### src/rtl/riscv_pipe_pkg.sv
// Shared pipeline constants and types for the IF/ID stage registers.
package riscv_pipe_pkg;

  localparam int unsigned PC_W_DEF      = 32;
  localparam int unsigned INSTR_W_DEF   = 32;
  localparam logic [31:0] NOP_INSTR_DEF = 32'h0000_0013;  // addi x0,x0,0
  localparam logic [31:0] RESET_PC_DEF  = 32'h0000_0000;

  // Number of valid entries held by the skid register.
  typedef enum logic [1:0] {
    EMPTY = 2'd0,
    ONE   = 2'd1,
    TWO   = 2'd2
  } skid_state_t;

endpackage

### src/rtl/pipe_slot.sv
// Load-enabled {pc,instr} holding register with async reset; clear replaces instr with a bubble.
module pipe_slot #(
  parameter int unsigned         PC_W      = 32,
  parameter int unsigned         INSTR_W   = 32,
  parameter logic [PC_W-1:0]     RST_PC    = '0,
  parameter logic [INSTR_W-1:0]  RST_INSTR = '0,
  parameter logic [INSTR_W-1:0]  CLR_INSTR = '0
) (
  input  logic               clk,
  input  logic               reset,
  input  logic               load,
  input  logic               clear,
  input  logic [PC_W-1:0]    d_pc,
  input  logic [INSTR_W-1:0] d_instr,
  output logic [PC_W-1:0]    q_pc,
  output logic [INSTR_W-1:0] q_instr
);

  // Clear leaves the PC untouched so Decode still sees the last PC.
  always_ff @(posedge clk or posedge reset) begin
    if (reset) begin
      q_pc    <= RST_PC;
      q_instr <= RST_INSTR;
    end else if (load) begin
      q_pc    <= d_pc;
      q_instr <= d_instr;
    end else if (clear) begin
      q_instr <= CLR_INSTR;
    end
  end

endmodule

### src/rtl/if_id_skid_reg.sv
// IF/ID pipeline register with a 2-entry skid buffer and registered back-pressure.
// Define IF_ID_SKID_STATS_EN to add stall_cycles/flush_count counter outputs.
module if_id_skid_reg
  import riscv_pipe_pkg::*;
#(
  parameter int unsigned        PC_W      = PC_W_DEF,
  parameter int unsigned        INSTR_W   = INSTR_W_DEF,
  parameter logic [INSTR_W-1:0] NOP_INSTR = NOP_INSTR_DEF,
  parameter logic [PC_W-1:0]    RESET_PC  = RESET_PC_DEF
) (
  input  logic               clk,
  input  logic               reset,
  input  logic               flush,
  input  logic               in_valid,
  output logic               in_ready,
  input  logic [PC_W-1:0]    in_pc,
  input  logic [INSTR_W-1:0] in_instr,
  output logic               out_valid,
  input  logic               out_ready,
  output logic [PC_W-1:0]    out_pc,
  output logic [INSTR_W-1:0] out_instr
`ifdef IF_ID_SKID_STATS_EN
  ,
  output logic [31:0]        stall_cycles,
  output logic [31:0]        flush_count
`endif
);

  skid_state_t        state;
  logic               acc, fire;
  logic               main_load, main_clr, main_from_skid, skid_load;
  logic [PC_W-1:0]    skid_pc, main_d_pc;
  logic [INSTR_W-1:0] skid_instr, main_d_instr;

  assign in_ready  = (state != TWO);
  assign out_valid = (state != EMPTY);
  assign acc       = in_valid & in_ready;
  assign fire      = out_valid & out_ready;

  always_comb begin
    main_load      = 1'b0;
    main_clr       = 1'b0;
    main_from_skid = 1'b0;
    skid_load      = 1'b0;
    if (flush) begin
      main_clr = 1'b1;
    end else begin
      unique case (state)
        EMPTY: main_load = acc;
        ONE: begin
          if (acc && fire)  main_load = 1'b1;
          else if (acc)     skid_load = 1'b1;
          else if (fire)    main_clr  = 1'b1;
        end
        TWO: begin
          main_load      = fire;
          main_from_skid = fire;
        end
        default: ;
      endcase
    end
  end

  assign main_d_pc    = main_from_skid ? skid_pc    : in_pc;
  assign main_d_instr = main_from_skid ? skid_instr : in_instr;

  always_ff @(posedge clk or posedge reset) begin
    if (reset) begin
      state <= EMPTY;
    end else if (flush) begin
      state <= EMPTY;
    end else begin
      unique case (state)
        EMPTY: if (acc) state <= ONE;
        ONE: begin
          if (acc && !fire)      state <= TWO;
          else if (!acc && fire) state <= EMPTY;
        end
        TWO:   if (fire) state <= ONE;
        default: state <= EMPTY;
      endcase
    end
  end

  pipe_slot #(
    .PC_W(PC_W), .INSTR_W(INSTR_W),
    .RST_PC(RESET_PC), .RST_INSTR(NOP_INSTR), .CLR_INSTR(NOP_INSTR)
  ) u_main (
    .clk(clk), .reset(reset), .load(main_load), .clear(main_clr),
    .d_pc(main_d_pc), .d_instr(main_d_instr),
    .q_pc(out_pc), .q_instr(out_instr)
  );

  pipe_slot #(
    .PC_W(PC_W), .INSTR_W(INSTR_W),
    .RST_PC(RESET_PC), .RST_INSTR(NOP_INSTR), .CLR_INSTR(NOP_INSTR)
  ) u_skid (
    .clk(clk), .reset(reset), .load(skid_load), .clear(1'b0),
    .d_pc(in_pc), .d_instr(in_instr),
    .q_pc(skid_pc), .q_instr(skid_instr)
  );

`ifdef IF_ID_SKID_STATS_EN
  always_ff @(posedge clk or posedge reset) begin
    if (reset) begin
      stall_cycles <= '0;
      flush_count  <= '0;
    end else begin
      if (in_valid && !in_ready) stall_cycles <= stall_cycles + 32'd1;
      if (flush)                 flush_count  <= flush_count + 32'd1;
    end
  end
`endif

endmodule

### config.mk
export PLATFORM = sky130hd
export DESIGN_NAME = if_id_skid_reg
export DESIGN_NICKNAME = d
export VERILOG_FILES = /design/src/rtl/riscv_pipe_pkg.sv /design/src/rtl/pipe_slot.sv /design/src/rtl/if_id_skid_reg.sv
export SDC_FILE = /design/constraint.sdc
export NUM_CORES = 1
export LEC_CHECK = 0
export ABC_CLOCK_PERIOD_IN_PS = 2600
export CORE_MARGIN = 2
export CORE_UTILIZATION = 25
export CTS_CLUSTER_DIAMETER = 50
export DETAILED_ROUTE_END_ITERATION = 12
export HOLD_SLACK_MARGIN = 0.03
export PLACE_DENSITY = 0.45
export SLEW_MARGIN = 40
export SYNTH_ARGS = -nofsm -noshare
export SYNTH_HDL_FRONTEND = slang
export SYNTH_HIERARCHICAL = 1
export SYNTH_SLANG_ARGS = --single-unit
### constraint.sdc
create_clock -name clk -period 2.6 [get_ports clk]
set_input_delay 0.52 -clock clk [delete_from_list [all_inputs] [get_ports clk]]
set_output_delay 0.52 -clock clk [all_outputs]
set_load 0.01 [all_outputs]
; ---- Word level (Yosys, flattened, before mapping)
; Index checks and enable logic that the tools add are counted.
[totals]
out_inout_bits = 66
latchBits = 0
reg_bits = 130
rom_bits = 0
ramBits = 0
memories = 0
[op_classes]
n_eq_ne = 6
n_shift = 0
reduce_logical = 9
div = 0
n_bitwise = 2
mul = 0
order_cmp = 0
n_addsub = 0
muxes = 24
[ops]
columns = op, n
row1 = two-way mux 32 bit, 4
row2 = two-way mux 1 bit, 13
row3 = two-way mux 2 bit, 5
row4 = "!= test 3 bit, second input constant", 2
row5 = case mux 2 bit (3 select lines), 1
row6 = "!= test 4 bit, second input constant", 1
row7 = nonzero test 2 bit, 2
row8 = logical AND 1 bit, 3
row9 = case mux 1 bit (3 select lines), 1
row10 = AND reduction 3 bit, 1
row11 = AND 1 bit, 2
row12 = "equality test 2 x 1 -> 1 bit, second input constant", 1
row13 = "equality test 2 bit, second input constant", 1
row14 = logical NOT 1 bit, 2
row15 = logical NOT 2 bit, 1
row16 = "!= test 2 bit, second input constant", 1

; ---- Logic depth before layout (Yosys ltp)
[depth]
word_depth = 9
mapped_depth = 8
depth_no_buf = 5

; ---- Cells and area by module
; The synthesis kept the hierarchy.
[modules_own_cells]
columns = module, n_inst, seq_area_each_um2, area_each_um2, cells_per_inst
row1 = pipe_slot, 2, 1605.3, 2474.9, 154
row2 = if_id_skid_reg, 1, 50.0, 1251.2, 90

; ---- Least setup slack after synthesis
; No wires, ideal clock.
[synth_path]
path_kind = reg-to-reg
from = reg state[0]
to = reg u_main.q_pc[25]
n_path_buf = 2
arrival_ps = 1671
path_slack_ps = 801
required_ps = 2473
stages_incl_launch_ff = 7
path_cell_list = dfrtp_1 -> nand2b_4 -> nor3b_2 -> buf_6 -> buf_12 -> mux2_4 -> mux2_1
[synth_between]
elab_chain_len = 6
word_cells_on_any_way = 14
[synth_lines]
columns = item, line
row1 = start: declaration, if_id_skid_reg.sv:29  ; skid_state_t state;
row2 = start signal: assignment, if_id_skid_reg.sv:69  ; state <= EMPTY;
row3 = start signal: assignment, if_id_skid_reg.sv:71  ; state <= EMPTY;
row4 = start signal: assignment, if_id_skid_reg.sv:74  ; EMPTY: if (acc) state <= ONE;
row5 = != test 2 bit (*), if_id_skid_reg.sv:35  ; assign in_ready = (state != TWO);
row6 = via in_ready, if_id_skid_reg.sv:15  ; output logic in_ready,
row7 = AND 1 bit (*), if_id_skid_reg.sv:37  ; assign acc = in_valid & in_ready;
row8 = logical AND 1 bit, if_id_skid_reg.sv:51  ; if (acc && fire) main_load = 1'b1;
row9 = two-way mux 1 bit, if_id_skid_reg.sv:51
row10 = case mux 1 bit (3 select lines) (*), if_id_skid_reg.sv:48  ; unique case (state)
row11 = two-way mux 1 bit (*), if_id_skid_reg.sv:45  ; if (flush) begin
row12 = end signal: assignment, pipe_slot.sv:25  ; q_pc <= d_pc;
row13 = end: declaration, pipe_slot.sv:15  ; output logic [PC_W-1:0] q_pc,
; Mark *: on every way through the listed nets, which the timed path passes. The rest lies on a longest branch.
; A chain may end at the register's enable or synchronous reset.

; ---- Worst setup path in the final report
[layout_path]
from = reg state[0]
to = out out_valid
[layout_between]
elab_chain_len = 1
[layout_lines]
columns = item, line
row1 = nonzero test 2 bit, if_id_skid_reg.sv:36  ; assign out_valid = (state != EMPTY);
row2 = end: declaration, if_id_skid_reg.sv:18  ; output logic out_valid,
; No other way between the ends.

==> results.md <==
- Clock-pin slew on the worst setup and hold paths: 0.06 ns
- CP startpoint kind: flip-flop
- Top-count cell post-synth: dfrtp_1
- CP required: approximately 2.1 ns
- Total Wirelength: between 15,000 and 20,000 µm
- CP max stage cell: clkdlybuf4s50_1
- Fmax: 0.4640 GHz
- Dpl hpwl: between 9000 and 10,000 µm
- CTS Buffer Depth: 2
- Die ar.: around 26,000 µm²
- CTS resizes: 0
- DRT antenna net count: 0
- Cell Pwr Density: roughly 700 nW/µm²
- Cell taking the most area after synthesis: dfrtp_1
- Antenna violations before repair: 0
- Top delay family on crit path: buffers and inverters
- Placed inst area: 7941 µm²
- WP depth: 2
- Design area: approximately 8500 µm²
- Number of synthesized flops with an enable pin: 0
- Worst r2r src: state[0]$_DFFE_PP0P_
- Buf/Inv on CP: 1
- Port Buf Inserts: around 130
- CTS tree: done
- Synth top area share: 50.04%
- R2R depth: 5
- Peak VDD IR: roughly 0.23 mV
- Pin count of the biggest net entering global routing: slightly above 40
- Hold crit path type: in2async
- RSZ-0062 raised after global routing: no
- R2R setup slack: 0.60 ns
- Crit Path Max Fanout: 6
- H-tree levels: 4
- Sequential-to-total area share from yosys stat: ~53%
- Worst clock skew: slightly above 0.009 ns
- Initial core utilization: about a quarter
- Total Power: ~6000 µW
- R2r endpoint: u_main/q_pc[1]$_DFFE_PP0P_
- GRT Residual Overflow: 0
- Cts-stage hold buffer count: 0
- Residual DRC: 0
- Ys Warns: 6
- # rows: 57
- Root buffer cell: clkbuf_16
- Crit path time final: between 2 and 2.5 ns
- Cts bufs inserted: 17
- Drt pass-1 iters: 4
- Slew headroom: between 50% and 60%
- Critical-path cell list: or2_2, clkdlybuf4s50_1
- Most frequent cells after synthesis: 124 x dfrtp_1, 100 x mux2_4, 40 x a22o_1
- N_diodes: 0
- CP Capture Type: output pin
- Outcome: complete, no violations
- # setup viols final: 0
- Mapped Cells: just under 400
- Via count: between 3,000 and 4,000
- Worst Setup EP: out_valid
- Area of the multi-input gates: between 2000 and 3000 µm²
- Dpl cells: about 860
- Critical path type: reg2out
- Gr usage total: 12.28%
- Post-Syn Area per Cell: 15.58 µm²
- Core box area: 24,320 µm²
- P_leak: around 0.0037 µW
- Max-cap violations: 0
- Worst Tran Pin Value: between 0.6 and 0.7 ns
- Vias in the first global route: 4,069
- Worst setup startpoint: state[0]$_DFFE_PP0P_
- CP arrival: about 1.6 ns
- Synth-to-Final Area Change: 37.01%
- Post-synth cell types: 30
- Share of post-route cells with drive strength above 1: around 33%
- Setup bufs post-CTS: 0
- Sum of negative setup slack: 0 ns
- Top cells by area, synth: dfrtp_1 50%, mux2_4 24%, a22o_1 5.6%, mux2_1 4.4%, buf_6 2.7%
- FILL cells: between 2,000 and 2,500
- Final #Nets: around 620
- Chip Width: around 160 µm
- Most used DFF post-synth: dfrtp_1
- Die H: 161.5 µm
- Wire length per cell: approximately 17 µm
- Hold Vio Cnt, Final: 0
- Synth Cell Area: around 6200 µm²
- Max incr delay on CP: 0.48 ns
- Final cycle utilization of the critical path: a little over 80%
- Reg area: 3261 µm²
- Async SR Flop Fraction: between 90% and 100%
- Via density: approximately 4.3
- # IOs: around 140
- Clk_lat worst skew: a little over 0.4 ns
- Synthesized flop and latch total: 130
- Final Non-Filler Cells: between 800 and 900
- Fin. max-slew vios: 0
- Place WS: 0.1388 ns
- First-pass GRT wire length: about 24,000 µm
- Clock tree sinks: 130
- Worst setup slack after layout: ~0.44 ns
- DRT iter0 DRCs: between 100 and 150
- Routability cong.: about 0.7
## cells by family after synthesis
group	Yosys count	synth area share (%)
other	1	0.06047
DFF	130	52.58
muxes	128	29.30
buffers and inverters	30	5.408
AOI/OAI and AO/OA	68	8.818
and+or+nand+nor	41	3.834
## worst min-delay path by stage
stage / endpoint / slack [ns] / cells past startpoint
global route: state[1]$_DFFE_PP0P_ / 0.39 / 2
finish: state[1]$_DFFE_PP0P_ / 0.39 / 2
floorplan: state[0]$_DFFE_PP0P_ / 0.26 / 1
global placement: u_skid/q_pc[0]$_DFFE_PP0P_ / 0.47 / 1
CTS: state[1]$_DFFE_PP0P_ / 0.37 / 2
detailed placement: u_skid/q_pc[1]$_DFFE_PP0P_ / 0.47 / 1
## power breakdown
| group | switching [µW] | internal, µW | leakage (µW) |
|---|---|---|---|
| combinational | 412 | 759 | 0.00179 |
| sequential | 177 | 2340 | 0.00164 |
| clock | 941 | 1340 | 0.000265 |
## placed cells by master, fill, tap and decap left out, types with 2 or more instances in the layout
master,synthesis,routed
mux2_2,4,4
inv_6,0,2
nor2_1,6,6
clkinv_2,0,6
dfstp_2,6,6
nor2_4,2,2
clkdlybuf4s50_1,0,134
dfrtp_1,124,124
nand2_1,16,16
conb_1,1,8
nand2b_1,8,8
a22o_2,10,10
o21ai_1,14,14
clkbuf_16,0,17
buf_4,2,9
or2_2,2,2
mux2_4,100,100
buf_12,6,10
mux2_1,24,24
clkinvlp_4,0,4
a22o_1,40,40
## registers in the layout, indices dropped and copies added (netlist names)
register and count:
u_main/q_instr 32, u_main/q_pc 32, u_skid/q_instr 32, u_skid/q_pc 32, state 2
## worst register-to-register path, stage by stage, from the launching register on
cell and delay (ns):
dfrtp_1 0.43, nand2b_4 0.19, nor3b_4 0.25, buf_12 0.31, mux2_2 0.41, mux2_1 0.29
## final cells by class
| class | instances | share of cell area, % |
|---|---|---|
| flip-flops and latches | 130 | 38.38 |
| multi-input cells | 245 | 31.24 |
| repair buffers | 153 | 18.94 |
| clock buffers | 19 | 5.214 |
| well taps | 324 | 4.772 |
| clock inverters | 13 | 1.311 |
| inverters | 3 | 0.1473 |
## stage by stage
stage	util, %	hold WS [ns]
after floorplan	-	0.2612
after CTS	34.93	0.3691
after detailed placement	32.65	0.4726
after global placement	32.65	0.4666
after global routing	34.93	0.3935
final	34.93	0.3943
## metal layers
layer	routed length [µm]	track usage, %
met1	7420	16.86
met5	0	0
met3	637	3.493
met2	7092	18.88
met4	153	3.531
(Power assumes the default switching activity.)
